File: src/rtl/alu_pkg.sv
// Shared types for the ALU and the shared-ALU arbiter: ALU op encoding and
// the response-register occupancy state.
package alu_pkg;

   typedef enum logic [2:0] {
      ALU_ADD = 3'b000,
      ALU_SUB = 3'b001,
      ALU_AND = 3'b010,
      ALU_OR  = 3'b011,
      ALU_SLT = 3'b100,
      ALU_XOR = 3'b101,
      ALU_SLL = 3'b110,
      ALU_SRL = 3'b111
   } alu_op_t;

   typedef enum logic {
      EMPTY = 1'b0,
      FULL  = 1'b1
   } share_state_t;

endpackage

File: src/rtl/alu.sv
// Purely combinational ALU; Zero compares the operands regardless of the op.
module alu
   import alu_pkg::*;
#(
   parameter int DATA_WIDTH = 32
) (
   input  logic [DATA_WIDTH-1:0] srca,
   input  logic [DATA_WIDTH-1:0] srcb,
   input  alu_op_t               ctrl,
   output logic [DATA_WIDTH-1:0] result,
   output logic                  zero
);

   // Shifts take the full srcb; a shift amount of DATA_WIDTH or more yields 0.
   always_comb begin
      result = '0;
      case (ctrl)
         ALU_ADD: result = srca + srcb;
         ALU_SUB: result = srca - srcb;
         ALU_AND: result = srca & srcb;
         ALU_OR:  result = srca | srcb;
         ALU_SLT: result = {{(DATA_WIDTH-1){1'b0}}, (srca < srcb)};
         ALU_XOR: result = srca ^ srcb;
         ALU_SLL: result = srca << srcb;
         ALU_SRL: result = srca >> srcb;
         default: result = '0;
      endcase
   end

   assign zero = (srca == srcb);

endmodule

File: src/rtl/alu_share_arbiter.sv
// Round-robin sharing of one ALU between NUM_REQ requesters, with a single
// registered response slot. Define ALU_SHARE_PERF_EN to add perf counters.
module alu_share_arbiter
   import alu_pkg::*;
#(
   parameter int DATA_WIDTH = 32,
   parameter int NUM_REQ    = 3,
   parameter int ID_WIDTH   = $clog2(NUM_REQ)
) (
   input  logic                               clk,
   input  logic                               rst_n,
   input  logic [NUM_REQ-1:0]                 req_valid,
   output logic [NUM_REQ-1:0]                 req_ready,
   input  logic [NUM_REQ-1:0][DATA_WIDTH-1:0] req_srca,
   input  logic [NUM_REQ-1:0][DATA_WIDTH-1:0] req_srcb,
   input  logic [NUM_REQ-1:0][2:0]            req_ctrl,
   output logic                               resp_valid,
   input  logic                               resp_ready,
   output logic [DATA_WIDTH-1:0]              resp_result,
   output logic                               resp_zero,
   output logic [ID_WIDTH-1:0]                resp_id
`ifdef ALU_SHARE_PERF_EN
   ,
   output logic [31:0]                        perf_grants,
   output logic [31:0]                        perf_stalls,
   output logic [31:0]                        perf_conflicts
`endif
);

   localparam logic [ID_WIDTH-1:0] LAST_ID = ID_WIDTH'(NUM_REQ - 1);

   share_state_t          state_q, state_d;
   logic [ID_WIDTH-1:0]   rr_ptr_q, rr_ptr_d;
   logic [DATA_WIDTH-1:0] resp_result_q, resp_result_d;
   logic                  resp_zero_q, resp_zero_d;
   logic [ID_WIDTH-1:0]   resp_id_q, resp_id_d;

   logic [ID_WIDTH:0]     pick;
   logic                  found;
   logic [ID_WIDTH-1:0]   winner;
   logic                  can_accept;
   logic                  grant;
   logic [DATA_WIDTH-1:0] alu_result;
   logic                  alu_zero;

   // Returns {found, index}; descending scan so the candidate closest to ptr wins.
   function automatic logic [ID_WIDTH:0] rr_pick(input logic [NUM_REQ-1:0] valid,
                                                 input logic [ID_WIDTH-1:0] ptr);
      logic [ID_WIDTH:0]   sel_pick;
      logic [ID_WIDTH-1:0] sel;
      int                  idx;
      sel_pick = '0;
      for (int k = NUM_REQ - 1; k >= 0; k--) begin
         idx = int'(ptr) + k;
         if (idx >= NUM_REQ) idx = idx - NUM_REQ;
         sel = idx[ID_WIDTH-1:0];
         if (valid[sel]) sel_pick = {1'b1, sel};
      end
      return sel_pick;
   endfunction

   assign pick       = rr_pick(req_valid, rr_ptr_q);
   assign found      = pick[ID_WIDTH];
   assign winner     = pick[ID_WIDTH-1:0];
   assign can_accept = (state_q == EMPTY) || resp_ready;
   assign grant      = rst_n && found && can_accept;

   alu #(.DATA_WIDTH(DATA_WIDTH)) u_alu (
      .srca   (req_srca[winner]),
      .srcb   (req_srcb[winner]),
      .ctrl   (alu_op_t'(req_ctrl[winner])),
      .result (alu_result),
      .zero   (alu_zero)
   );

   always_comb begin
      req_ready     = '0;
      state_d       = state_q;
      rr_ptr_d      = rr_ptr_q;
      resp_result_d = resp_result_q;
      resp_zero_d   = resp_zero_q;
      resp_id_d     = resp_id_q;
      if (grant) begin
         req_ready[winner] = 1'b1;
         state_d           = FULL;
         rr_ptr_d          = (winner == LAST_ID) ? '0 : winner + 1'b1;
         resp_result_d     = alu_result;
         resp_zero_d       = alu_zero;
         resp_id_d         = winner;
      end else if (resp_ready) begin
         state_d = EMPTY;
      end
   end

   always_ff @(posedge clk) begin
      if (!rst_n) begin
         state_q       <= EMPTY;
         rr_ptr_q      <= '0;
         resp_result_q <= '0;
         resp_zero_q   <= 1'b0;
         resp_id_q     <= '0;
      end else begin
         state_q       <= state_d;
         rr_ptr_q      <= rr_ptr_d;
         resp_result_q <= resp_result_d;
         resp_zero_q   <= resp_zero_d;
         resp_id_q     <= resp_id_d;
      end
   end

   assign resp_valid  = (state_q == FULL);
   assign resp_result = resp_result_q;
   assign resp_zero   = resp_zero_q;
   assign resp_id     = resp_id_q;

`ifdef ALU_SHARE_PERF_EN
   logic [31:0] perf_grants_q, perf_grants_d;
   logic [31:0] perf_stalls_q, perf_stalls_d;
   logic [31:0] perf_conflicts_q, perf_conflicts_d;

   // Saturating event counters; a conflict is any cycle with two or more valids.
   always_comb begin
      perf_grants_d    = perf_grants_q;
      perf_stalls_d    = perf_stalls_q;
      perf_conflicts_d = perf_conflicts_q;
      if (grant && (perf_grants_q != '1))
         perf_grants_d = perf_grants_q + 32'd1;
      if ((state_q == FULL) && !resp_ready && (|req_valid) && (perf_stalls_q != '1))
         perf_stalls_d = perf_stalls_q + 32'd1;
      if (((req_valid & (req_valid - 1'b1)) != '0) && (perf_conflicts_q != '1))
         perf_conflicts_d = perf_conflicts_q + 32'd1;
   end

   always_ff @(posedge clk) begin
      if (!rst_n) begin
         perf_grants_q    <= '0;
         perf_stalls_q    <= '0;
         perf_conflicts_q <= '0;
      end else begin
         perf_grants_q    <= perf_grants_d;
         perf_stalls_q    <= perf_stalls_d;
         perf_conflicts_q <= perf_conflicts_d;
      end
   end

   assign perf_grants    = perf_grants_q;
   assign perf_stalls    = perf_stalls_q;
   assign perf_conflicts = perf_conflicts_q;
`endif

   // A requester that has raised valid must hold it until accepted.
   for (genvar i = 0; i < NUM_REQ; i++) begin : g_no_retract
      a_no_retract: assert property (@(posedge clk) disable iff (!rst_n)
         (req_valid[i] && !req_ready[i]) |=> req_valid[i]);
   end

endmodule
File: config.mk
export PLATFORM = sky130hd
export DESIGN_NAME = alu_share_arbiter
export DESIGN_NICKNAME = d
export VERILOG_FILES = /design/src/rtl/alu_pkg.sv /design/src/rtl/alu.sv /design/src/rtl/alu_share_arbiter.sv
export SDC_FILE = /design/constraint.sdc
export NUM_CORES = 1
export LEC_CHECK = 0
export ABC_AREA = 0
export BUFFER_PORTS_ARGS = -buffer_cell sky130_fd_sc_hd__buf_2
export CAP_MARGIN = 20
export CELL_PAD_IN_SITES_DETAIL_PLACEMENT = 1
export CELL_PAD_IN_SITES_GLOBAL_PLACEMENT = 2
export CORE_ASPECT_RATIO = 1.1
export CORE_MARGIN = 4
export CORE_UTILIZATION = 32
export DETAILED_ROUTE_END_ITERATION = 8
export PLACE_DENSITY = 0.89
export SETUP_SLACK_MARGIN = 0.3
export SLEW_MARGIN = 20
export SYNTH_ARGS = -nofsm -noshare
export SYNTH_HDL_FRONTEND = slang
export SYNTH_HIERARCHICAL = 1
export SYNTH_SLANG_ARGS = --single-unit
export TNS_END_PERCENT = 1
File: constraint.sdc
create_clock -name clk -period 6.6 [get_ports clk]
set_clock_uncertainty 0.15 [all_clocks]
set_input_delay 0.33 -clock clk [delete_from_list [all_inputs] [get_ports clk]]
set_output_delay 0.33 -clock clk [all_outputs]
set_load 0.05 [all_outputs]
==> results.json <==
{
  "drt_iter0_drc": 1860,
  "timing.final.ws_setup_ns": 0.5415,
  "final_cell_mix": "245 x buf_2, 189 x nand2_1, 146 x o21ai_0, 137 x a21oi_1, 129 x nor2_1",
  "slew-limit-headroom": 0.3176,
  "synthTopCellsByArea": "ha_1 9.8%, mux2i_1 6.3%, dfxtp_1 6.0%",
  "grt_overflow": 0,
  "ys_warn_count": 6,
  "clkTransAtPathRegs_ns": 0.06,
  "dieArea_um2": 43180,
  "setup_viol": 0,
  "cts_tree": "done",
  "clkSinkCount": 38,
  "synth_top_cell_by_area": "ha_1",
  "die-height_um": 217.5,
  "port-buffer-count": 245,
  "nets": 2277,
  "core_um2": 39270,
  "synth_top_area_share": 0.09796,
  "cp.arrival_ns": 6.06,
  "worstHoldEndpoint": "resp_result[24]$_SDFFE_PN0P_",
  "grt_pass1_wl_um": 98170,
  "place_ws_ns": 0.2565,
  "reg2reg_slack_ns": 0.54,
  "wl_um": 67780,
  "avgSynthCellArea_um2": 7.068,
  "ys.flop_type": "dfxtp_1",
  "cts_buffer_depth": 2,
  "hold_depth": 2,
  "drt-wirelength-per-cell_um": 27.37,
  "min_path_type": "reg2reg",
  "start_util": 0.3252,
  "antenna_found_initial": 2,
  "hold_ws_ns": 0.3017,
  "crit_fanout": 20,
  "ys_seq_elements": 38,
  "synth_cell_types": 98,
  "via_count": 15879,
  "numCtsBuffers": 5,
  "rsz0062_at_grt": "false",
  "mappedNetlistArea_um2": 12770,
  "worstRegToRegCells": 20,
  "yosysSeqAreaShare": 0.05956,
  "drive_gt1_frac": 0.2301,
  "dr.pass1.iters": 5,
  "min_period_ns": 6.058,
  "layout_commonest_cell": "buf_2",
  "syn_nets": 2116,
  "area_growth_pct": 14.74,
  "ant_nets": 0,
  "slew_viol_final": 0,
  "synth_edf_count": 0,
  "syn_inst": 1807,
  "path_cells": "inv_1 > ha_1 > mux2i_1 > nor2_2 > o31a_4 > buf_4 > o22a_1 > inv_1 > ha_1 > a21oi_1 > o21bai_1 > a2111oi_0 > o21ai_0 > a21oi_2 > nor3_1 > a211oi_1 > o31ai_1 > a22o_1 > nand2_1 > o21ai_0",
  "antenna_cells": 0,
  "reg2reg_from": "rr_ptr_q[0]$_SDFFE_PN0P_",
  "min-delay-start": "resp_result[24]$_SDFFE_PN0P_",
  "grt_start_max_net_pins": 87,
  "grt_pass1_vias": 15310,
  "status": "complete, no violations",
  "htreeDepth": 2,
  "async_flop_share": 0,
  "cp_slowest_stage_delay_ns": 0.63,
  "tightest_slew_ns": 1.024,
  "core.rowCount": 76,
  "grt_use_total": 0.2928,
  "crit_required_ns": 6.60,
  "drc": 0,
  "maxCapViolCount": 0,
  "rr_endpoint": "resp_result[29]$_SDFFE_PN0P_",
  "critPathSlowestCell": "a2111oi_0",
  "cts_hold_buf": 0,
  "io_pins": 246,
  "fp.dieW_um": 198.5,
  "clock_latency_ns": 0.28,
  "critPathKind": "reg2reg",
  "hold_viol_final": 0,
  "max_freq_ghz": 0.1651,
  "cp-start-kind": "flip-flop",
  "via_per_inst": 6.413,
  "finalCritPeriodShare": 0.9179,
  "endpoint_kind": "flip-flop",
  "clock-root-buffer": "clkbuf_16",
  "setup-tns-final_ns": 0,
  "hpwl_um": 53100,
  "gp_congestion": 1.006
}
[synth_stat cells (38+ instances only)]
library cell	count
dfxtp_1	38
a31o_1	44
inv_1	104
o21ai_0	146
mux2i_1	80
a21boi_0	62
clkbuf_1	72
buf_2	45
nor2_1	131
a21oi_1	137
ha_1	100
o22a_1	68
nand2_1	189
[worst max-delay path, delay by kind of cell (launching register included)]
kind                       cells  cell delay [ns]
DFF                            1             0.41
adders and majority gates      2             0.96
buffers and inverters          3             0.52
and+or+nand+nor                3             0.50
muxes                          1             0.15
AOI/OAI and AO/OA             11             3.20
[how the worst max path moves through the flow]
stage | from | to | slack [ns] | cells past startpoint
floorplan | rr_ptr_q[0]$_SDFFE_PN0P_ | resp_result[29]$_SDFFE_PN0P_ | 1.15 | 25
global placement | rr_ptr_q[1]$_SDFFE_PN0P_ | resp_result[31]$_SDFFE_PN0P_ | 0.49 | 22
detailed placement | rr_ptr_q[1]$_SDFFE_PN0P_ | resp_result[31]$_SDFFE_PN0P_ | 0.26 | 22
CTS | rr_ptr_q[0]$_SDFFE_PN0P_ | resp_result[31]$_SDFFE_PN0P_ | 0.34 | 20
global route | rr_ptr_q[0]$_SDFFE_PN0P_ | resp_result[31]$_SDFFE_PN0P_ | 0.29 | 22
finish | rr_ptr_q[0]$_SDFFE_PN0P_ | resp_result[29]$_SDFFE_PN0P_ | 0.54 | 20
[repair_timing]
item                       CTS  global route
pin swaps                    1             4
resized for setup            0            12
setup endpoints to repair    1            13
setup buffers                0             4
cloned                       1             4
[metrics by stage]
stage	std cells	util	cell area (um2)
final	2476	0.3732	14660
after global routing	2476	0.3732	14660
after CTS	2468	0.3696	14520
after detailed placement	2459	0.3642	14310
after global placement	2459	0.3642	14310
after floorplan	1807	-	12770
[routing by layer]
metal / part of all wire / vias to the layer above / GRT usage
li1: - / 7056 / -
met1: 0.44 / 7880 / 0.4169
met4: 0.036 / 4 / 0.08732
met2: 0.45 / 830 / 0.4706
met3: 0.081 / 109 / 0.02611
met5: 0.00046 / - / 0
[kinds of logic (layout without fill, tap and decap cells)]
kind of cell / after synthesis / after routing / synth area share
xor+xnor: 22 / 22 / 0.01509
fa+ha+maj: 102 / 102 / 0.1011
mux: 136 / 136 / 0.1356
simple gates: 505 / 508 / 0.1845
compound gates: 727 / 728 / 0.3991
buf+inv: 277 / 435 / 0.1051
flops: 38 / 38 / 0.05956
[flip-flops by register name (all words and copies together) (netlist names)]
register and count:
resp_zero 1, rr_ptr_q 2, resp_valid 1, resp_result 32
resp_id 2
[final cells by class]
type | instances | area [um2]
Timing Repair Buffer | 320 | 1848
Inverter | 107 | 401.6
Fill cell | 4980 | 24620
Tap cell | 507 | 634.4
Sequential cell | 38 | 760.7
Clock inverter | 2 | 60.06
Clock buffer | 6 | 138.9
Multi-Input combinational cell | 1496 | 10810
Power is not shown: default switching activity piles up to over one toggle a cycle in this logic, so the estimate is an artifact.
